File: src/rtl/transpose_buffer_11x8.sv
// Row-in, column-out transpose buffer: collects 11 rows of 8 samples, then holds
// the block as 8 columns of 11 samples until downstream releases it.
module transpose_buffer_11x8 #(
   parameter int SAMPLE_W = 9,
   parameter int ROWS     = 11,
   parameter int COLS     = 8
) (
   input  logic                         clk,
   input  logic                         rst,
   input  logic [COLS*SAMPLE_W-1:0]     row_in,
   input  logic                         row_valid,
   output logic                         row_ready,
   input  logic                         flush,
   input  logic                         block_release,
   output logic                         block_valid,
   output logic [ROWS*SAMPLE_W-1:0]     column_0,
   output logic [ROWS*SAMPLE_W-1:0]     column_1,
   output logic [ROWS*SAMPLE_W-1:0]     column_2,
   output logic [ROWS*SAMPLE_W-1:0]     column_3,
   output logic [ROWS*SAMPLE_W-1:0]     column_4,
   output logic [ROWS*SAMPLE_W-1:0]     column_5,
   output logic [ROWS*SAMPLE_W-1:0]     column_6,
   output logic [ROWS*SAMPLE_W-1:0]     column_7,
   output logic [3:0]                   row_count
);

   localparam logic [3:0] LAST_ROW   = 4'(ROWS - 1);
   localparam logic [3:0] FULL_COUNT = 4'(ROWS);

   typedef enum logic {
      FILL = 1'b0,
      FULL = 1'b1
   } state_t;

   state_t                      state_reg;
   logic [3:0]                  row_count_reg;
   logic                        row_ready_reg;
   logic                        block_valid_reg;
   logic [COLS*SAMPLE_W-1:0]    mem_reg [ROWS];
   logic                        wr_en;
   logic [COLS-1:0][ROWS*SAMPLE_W-1:0] col_w;

   // Flush beats a simultaneous accept, so it masks the write.
   assign wr_en = (state_reg == FILL) && row_valid && !flush;

   always_ff @(posedge clk) begin
      if (rst) begin
         state_reg       <= FILL;
         row_count_reg   <= '0;
         row_ready_reg   <= 1'b1;
         block_valid_reg <= 1'b0;
      end else begin
         case (state_reg)
            FILL: begin
               if (flush) begin
                  row_count_reg <= '0;
               end else if (row_valid) begin
                  if (row_count_reg == LAST_ROW) begin
                     row_count_reg   <= FULL_COUNT;
                     state_reg       <= FULL;
                     row_ready_reg   <= 1'b0;
                     block_valid_reg <= 1'b1;
                  end else begin
                     row_count_reg <= row_count_reg + 4'd1;
                  end
               end
            end
            FULL: begin
               if (block_release) begin
                  row_count_reg   <= '0;
                  state_reg       <= FILL;
                  row_ready_reg   <= 1'b1;
                  block_valid_reg <= 1'b0;
               end
            end
            default: state_reg <= FILL;
         endcase
      end
   end

   always_ff @(posedge clk) begin
      if (rst) begin
         for (int r = 0; r < ROWS; r++) begin
            mem_reg[r] <= '0;
         end
      end else begin
         for (int r = 0; r < ROWS; r++) begin
            if (wr_en && row_count_reg == 4'(r)) begin
               mem_reg[r] <= row_in;
            end
         end
      end
   end

   // Pure rewiring: sample c of row r lands in field r of column c.
   for (genvar gi = 0; gi < ROWS; gi++) begin : g_row
      for (genvar gj = 0; gj < COLS; gj++) begin : g_col
         assign col_w[gj][gi*SAMPLE_W +: SAMPLE_W] = mem_reg[gi][gj*SAMPLE_W +: SAMPLE_W];
      end
   end

   assign column_0    = col_w[0];
   assign column_1    = col_w[1];
   assign column_2    = col_w[2];
   assign column_3    = col_w[3];
   assign column_4    = col_w[4];
   assign column_5    = col_w[5];
   assign column_6    = col_w[6];
   assign column_7    = col_w[7];
   assign row_count   = row_count_reg;
   assign row_ready   = row_ready_reg;
   assign block_valid = block_valid_reg;

endmodule

File: config.mk
export PLATFORM = sky130hd
export DESIGN_NAME = transpose_buffer_11x8
export DESIGN_NICKNAME = d
export VERILOG_FILES = /design/src/rtl/transpose_buffer_11x8.sv
export SDC_FILE = /design/constraint.sdc
export NUM_CORES = 1
export LEC_CHECK = 0
export ABC_AREA = 1
export ABC_CLOCK_PERIOD_IN_PS = 4500
export BUFFER_PORTS_ARGS = -buffer_cell sky130_fd_sc_hd__buf_2
export CAP_MARGIN = 0
export CORE_AREA = 2 2 343 345
export DETAILED_ROUTE_END_ITERATION = 7
export DIE_AREA = 0 0 345 347
export GPL_ROUTABILITY_DRIVEN = 0
export PLACE_DENSITY = 0.47
export SYNTH_ARGS = -nofsm -noshare
export SYNTH_HDL_FRONTEND = slang
export SYNTH_SLANG_ARGS = --single-unit
export TNS_END_PERCENT = 5
File: constraint.sdc
create_clock -name clk -period 4.5 [get_ports clk]
set_clock_uncertainty 0.15 [all_clocks]
set_input_delay 1.125 -clock clk [delete_from_list [all_inputs] [get_ports clk]]
set_output_delay 1.125 -clock clk [all_outputs]
set_load 0.05 [all_outputs]
==> out/metrics.yaml, run 1 <==
run_status:
  outcome: "finished, final reports clean"
cts:
  cts_tree: "built"
  clock-sinks: 799
  clock_latency_ns: 0.67
  clk_path_buf_depth: 3
  cts_max_level: 3
  hold_buffers: 0
  path_clk_slew_ns: 0.06
  cts_buffers: 90
  cts-resized-gates: 0
  post_cts_buffers: 0
  cts-root-buf: "clkbuf_16"
power:
  p_leak_nw: 15.5
  finalPower_mw: 17.7
  p_per_area_nw_per_um2: 468
  peakVddDrop_uv: 352
global_route:
  track_usage_pct: 18.1
  grt_pass1_wl_mm: 152
  grt_max_degree: 65
  grt_antenna_before_repair: 4
  grt_pass1_vias: 18612
  overflow: 0
critical_path:
  arrival_ns: 3.12
  cp_max_fo: 44
  crit_chain: "buf_4, inv_1, nand2_4, buf_12"
  worst-path-buf-inv: 3
  crit_slowest_cell: "inv_1"
  path_delay_family: "buffers and inverters"
  crit_path_end_kind: "flip-flop"
  critical_path.startpoint_type: "input port"
  cpPeakStageDelay_ns: 0.74
  crit_type: "in -> reg"
  critPathRequiredTime_ns: 4.65
detailed_routing:
  maxUsedRoutingLayer: "met5"
  met1_length_mm: 43.2
  dr_wl_met3_mm: 9.03
  totalWireLength_mm: 111
  first_pass_iters: 5
  drc: 0
  antenna_left: 0
  wl_per_cell_um: 25.2
  vias_per_cell: 4.24
  drtIter0Drc: 1480
  dr_wl_met2_mm: 54.8
  vias: 18717
timing:
  fin_crit_ns: 2.97
  finalHoldViolCount: 0
  fin_tns_setup_ns: 0
  worstMarginPinSlew_ns: 1.17
  rsz0062_at_grt: "false"
  slew-limit-headroom_pct: 22.1
  timing.fmax_ghz: 0.337
  finalCritPeriodShare_pct: 66.0
  hold-worst-slack_ns: 0.321
  maxSlewViolCount: 0
  setup_slack_ns: 1.53
  setup_viol: 0
placed_design:
  port-buffer-count: 874
  placed_cells: 4255
  dpl_worst_slack_ns: 0.771
  dp_hpwl_mm: 75.6
  placed_area_um2: 35100
run:
  cap_violations: 0
layout:
  final_core_util_pct: 32.7
  largest_reg_flops: 792
  areaGrowthSynthToFinish_pct: 31.1
  layout-drive-gt1-share_pct: 38.9
  finalNonFillerCells: 4419
  fill_cells: 11720
  stdcell_area_um2: 37900
  nets: 2904
floorplan:
  dieHeight_um: 347
  design.die.area_um2: 120000
  std_cell_rows: 125
  start_util_pct: 25.0
  ios: 875
  core_um2: 116000
  die_x_um: 345
logic_synthesis:
  synth_area_leaders: "edfxtp_1 (82%), nor2_1 (9.7%), nor2_4 (1.9%), inv_1 (1.1%), buf_6 (0.86%)"
  synth_cell_types: 26
  synth_top_area_share_pct: 82.3
  synth_area_um2: 28900
  syn_inst: 1911
  synth_top_area_cell: "edfxtp_1"
  ys_warn_count: 0
  ys_ff_latch: 799
  syn_avg_cell_area_um2: 15.1
  synth_fp_nets: 1992
  synth-seq-area-share_pct: 82.8
worst_hold_path:
  hold_class: "reg -> reg"
## cell type report
cell class                 instances  area [um2]  share of cell area, %
clock inverter                    38         362                  0.955
inverter                         152         579                   1.53
multi-input combinational        870        3890                   10.3
sequential                       799       23900                   63.2
antenna                            2        5.00                 0.0132
clock buffer                     124        2430                   6.42
timing repair buffer             910        4780                   12.6
tap                             1524        1910                   5.03
## cell usage after synthesis
master and instances:
inv_4 1, nand2_1 37, a21oi_1 7, nor2_2 1, nor2_4 50, buf_6 22, o21ai_0 2, nand2_4 1
clkinv_1 40, buf_8 1, nand3_1 9, nor2_1 750, inv_2 28, ha_1 4, dfxtp_1 7, edfxtp_1 792
nand3_4 1, buf_1 2, clkbuf_1 19, buf_4 1, nand4_1 6, inv_1 83, or2_2 1, o211ai_1 1
buf_2 40, buf_12 5
## worst paths after layout
| check | from | endpoint | slack [ns] | cells after the start |
|---|---|---|---|---|
| setup / recovery | rst | mem_reg[0][563]$_SDFFCE_PN0P_ | 1.53 | 4 |
| hold / removal | row_ready$_SDFFE_PP1P_ | row_ready$_SDFFE_PP1P_ | 0.32 | 2 |
| setup reg to reg | row_count[0]$_SDFFE_PP0P_ | mem_reg[0][154]$_SDFFCE_PN0P_ | 1.79 | 6 |
| hold reg to reg | row_ready$_SDFFE_PP1P_ | row_ready$_SDFFE_PP1P_ | 0.32 | 2 |
## report_power, final
group | switching (mW) | internal (mW)
Combinational | 1.79 | 0.290
Clock | 3.12 | 3.98
Sequential | 0.0878 | 8.48
Total | 4.99 | 12.8
## cell families after synthesis
kind of cell / Yosys count / synth area share (%)
AOI/OAI and AO/OA: 10 / 0.182
DFF: 799 / 82.8
adders and majority gates: 4 / 0.173
and+or+nand+nor: 856 / 12.6
buffers and inverters: 242 / 4.23
## metal layers
layer / vias up / track usage, %
li1: 8280 / -
met1: 9434 / 21.4
met2: 820 / 30.5
met3: 179 / 5.68
met4: 4 / 7.64
met5: - / 0
## cells in the final DEF (no fill, tap or decap), types with 4 or more instances in the layout
cell,Yosys,routed
clkbuf_16,0,92
clkbuf_1,19,31
clkinv_1,40,57
nand3_4,1,6
nand2_4,1,12
buf_12,5,11
inv_2,28,27
dfxtp_1,7,7
nor2_1,750,750
nor2_4,50,50
nand3_1,9,4
a21oi_1,7,7
inv_1,83,80
nand4_1,6,6
inv_6,0,4
edfxtp_1,792,792
ha_1,4,4
buf_4,1,26
buf_2,40,873
clkinv_2,0,8
nand2_1,37,26
## worst min-delay path, stage by stage, from the launching register on
cell	delay (ns)
dfxtp_1	0.33
nand2_1	0.05
nand3_1	0.05
No activity file was read; power rests on OpenSTA's default activity.
==> inputs of run 2 (changes only) <==
ABC_AREA = 0   (was 1)
ABC_CLOCK_PERIOD_IN_PS = 2740   (was 4500)
CORE_AREA = 2 2 340 342   (was 2 2 343 345)
DIE_AREA = 0 0 342 344   (was 0 0 345 347)
clock period = 2.74 ns   (was 4.5 ns; I/O delays follow)
==> run 2 against run 1 <==
Worst hold slack worse by 0.11 ns. Combinational power is 67% higher. Sequential share of layout area shrank 0.76 points. Register-to-register slack lost 1.4 ns. Global-route usage down 0.90 points. Wire length is 5.2% lower. Die area fell by 1.7%. Non-clock buffer count rose by 95. Final cell count decreased by 0.41%. Cell area up 1.2%. Synthesized cell count down 1.6%. Synthesized area shrank 1.7%. Largest power group unchanged.
==> out/metrics.yaml, run 2 <==
worst_hold_path:
  hold_class: "in -> reg"  # was reg -> reg
  min_to: "mem_reg[0][349]$_SDFFCE_PN0P_"  # was row_ready$_SDFFE_PP1P_
  hold_depth: 3  # was 2
  min_from: "row_in[61]"  # was row_ready$_SDFFE_PP1P_
detailed_routing:
  wl_per_cell_um: 24.0  # was 25.2 um
  first_pass_iters: 5  # unchanged
  antenna_left: 0  # unchanged
  vias_per_cell: 4.22  # was 4.24
  vias: 18583  # was 18,717
  drc: 0  # unchanged
  totalWireLength_mm: 105  # was 111 mm
  drtIter0Drc: 1484  # was 1,480
timing:
  rsz0062_at_grt: "false"  # unchanged
  finalHoldViolCount: 0  # unchanged
  slew-limit-headroom_pct: 54.2  # was 22.1%
  finalCritPeriodShare_pct: 90.0
  setup_slack_ns: 0.273  # was 1.53 ns
  worstMarginPinSlew_ns: 0.688  # was 1.17 ns
  maxSlewViolCount: 0  # unchanged
  timing.fmax_ghz: 0.405
  fin_crit_ns: 2.47
  setup_viol: 0  # unchanged
placed_design:
  port-buffer-count: 874  # unchanged
  dp_hpwl_mm: 73.6  # was 75.6 mm
  placed_cells: 4240  # was 4,255
  dpl_worst_slack_ns: 0.230  # was 0.771 ns
cts:
  post_cts_buffers: 0  # unchanged
  clock-sinks: 799  # unchanged
  path_clk_slew_ns: 0.07  # was 0.06 ns
  cts-resized-gates: 0  # unchanged
  hold_buffers: 0  # unchanged
  cts_buffers: 88  # was 90
  cts_tree: "built"  # unchanged
  clock_latency_ns: 0.64  # was 0.67 ns
  clk_path_buf_depth: 3  # unchanged
  cts-root-buf: "clkbuf_16"  # unchanged
  cts_max_level: 3  # unchanged
logic_synthesis:
  synth_top_area_share_pct: 83.8  # was 82.3%
  synth_common_cells: "edfxtp_1 (792), nor2_1 (721), clkbuf_1 (132)"  # was edfxtp_1 (792), nor2_1 (750), inv_1 (83)
  async_flop_share_pct: 0  # unchanged
  synth_cell_types: 31  # was 26
  synth_fp_nets: 1962  # was 1,992
  synth_area_leaders: "edfxtp_1 (84%), nor2_1 (9.5%), nand2b_1 (1.9%), clkbuf_1 (1.7%), inv_1 (0.98%)"  # was edfxtp_1 (82%), nor2_1 (9.7%), nor2_4 (1.9%), inv_1 (1.1%), buf_6 (0.86%)
  synth_ff_type: "edfxtp_1"  # unchanged
  post-synth-top-count-cell: "edfxtp_1"  # unchanged
  ys_ff_latch: 799  # unchanged
  synth_top_area_cell: "edfxtp_1"  # unchanged
  synth-edff-count: 792  # unchanged
  synth-seq-area-share_pct: 84.3  # was 82.8%
  synth_area_um2: 28400  # was 28,900 um2
  ys_warn_count: 0  # unchanged
  syn_avg_cell_area_um2: 15.1  # about the same
  syn_inst: 1881  # was 1,911
layout:
  antennaDiodeCount: 0  # was 2
  nets: 2899  # was 2,904
  areaGrowthSynthToFinish_pct: 35.1  # was 31.1%
  layout-drive-gt1-share_pct: 39.6  # was 38.9%
  final_core_util_pct: 33.7  # was 32.7%
  largest_reg_flops: 792  # unchanged
  final_cell_mix: "buf_2 (873), edfxtp_1 (792), nor2_1 (721), buf_4 (100), clkbuf_16 (90)"  # was buf_2 (873), edfxtp_1 (792), nor2_1 (750), clkbuf_16 (92), inv_1 (80)
  layout_commonest_cell: "buf_2"  # unchanged
  finalNonFillerCells: 4401  # was 4,419
critical_path:
  arrival_ns: 1.63  # was 3.12 ns
  worstRegToRegCells: 6  # unchanged
  crit_slowest_cell: "dfxtp_1"  # was inv_1
  crit_type: "reg -> out"  # was in -> reg
  critPathRequiredTime_ns: 1.90  # was 4.65 ns
  critical_path.startpoint_type: "flip-flop"  # was input port
  crit_path_end_kind: "primary output"  # was flip-flop
  cp_max_fo: 12  # was 44
  worst-path-buf-inv: 1  # was 3
  crit_chain: "buf_2"  # was buf_4, inv_1, nand2_4, buf_12
  timing.rr.end: "mem_reg[0][585]$_SDFFCE_PN0P_"  # was mem_reg[0][154]$_SDFFCE_PN0P_
  cpPeakStageDelay_ns: 0.60  # was 0.74 ns
  r2r_start: "row_count[0]$_SDFFE_PP0P_"  # unchanged
  startpoint: "row_count[2]$_SDFFE_PP0P_"  # was rst
  path_delay_family: "flip-flops"  # was buffers and inverters
  reg2reg_slack_ns: 0.38  # was 1.79 ns
floorplan:
  dieHeight_um: 344  # was 347 um
  die_x_um: 342  # was 345 um
  design.die.area_um2: 118000  # was 120,000 um2
  ios: 875  # unchanged
  core_um2: 114000  # was 116,000 um2
  std_cell_rows: 124  # was 125
  start_util_pct: 24.9  # was 25.0%
global_route:
  track_usage_pct: 17.2  # was 18.1%
  overflow: 0  # unchanged
  grt_pass1_vias: 18146  # was 18,612
  grt_max_degree: 73  # was 65
  grt_pass1_wl_mm: 143  # was 152 mm
  grt_antenna_before_repair: 6  # was 4
power:
  p_per_area_nw_per_um2: 758  # was 468 nW/um2
  p_leak_nw: 15.8  # was 15.5 nW
  peakVddDrop_uv: 480  # was 352 uV
run:
  cap_violations: 0  # unchanged
run_status:
  outcome: "finished, final reports clean"  # unchanged
==> run 2: worst min-delay path, stage by stage <==
cell and delay [ns]:
buf_2 0.08, nand2b_1 0.06, nor2_1 0.08
==> run 2: worst max path at each step <==
stage / endpoint / slack, ns / depth (start not counted)
after global routing: row_count[2] / 0.15 / 1
after global placement: mem_reg[0][620]$_SDFFCE_PN0P_ / 0.27 / 5
after CTS: row_count[2] / 0.19 / 1
final: row_count[2] / 0.27 / 1
after floorplan: mem_reg[0][720]$_SDFFCE_PP0P_ / -0.82 / 3
after detailed placement: mem_reg[0][624]$_SDFFCE_PN0P_ / 0.23 / 5
==> run 2: per-stage QoR <==
step | total power [mW] | TNS, ns | instance area [um2] | hold WS (ns)
after floorplan | 16.6 | -123.81 | 28400 | 0.521
after global placement | 17.8 | 0 | 35600 | 0.300
after detailed placement | 17.8 | 0 | 35600 | 0.301
after CTS | 29.4 | 0 | 38300 | 0.129
after global routing | 29.9 | 0 | 38300 | 0.187
final | 29.1 | 0 | 38300 | 0.208
==> run 2: metal layers <==
metal	part of all wire [%]	vias up	routed length, um	global-route usage [%]
met5	0.0066	-	7	0
met4	2.2	2	2360	4.71
met3	9.8	139	10300	5.87
met2	49	864	51700	28.9
met1	39	9322	41100	21.1
li1	-	8256	-	-
==> run 2: layout make-up <==
class	instances	area, um2
clock inverters	54	454
multi-input cells	850	3720
clock buffers	107	2320
repair buffers	1005	5760
flip-flops and latches	799	23900
inverters	74	278
fillers	11403	75500
well taps	1512	1890
==> run 2: kinds of logic (layout without fill, tap and decap cells) <==
| kind of cell | Yosys count | count (layout) | share of synthesized area (%) |
|---|---|---|---|
| AND/OR/NAND/NOR | 835 | 835 | 12.1 |
| flip-flops | 799 | 799 | 84.3 |
| buffers and inverters | 232 | 1240 | 3.16 |
| AO/OA/AOI/OAI | 11 | 11 | 0.273 |
| adder cells (fa/ha/maj) | 4 | 4 | 0.176 |
==> run 2: power by group <==
part	switching [mW]	internal, mW
Clock	4.93	6.60
Combinational	2.87	0.598
Sequential	0.138	13.9
Total	7.94	21.1
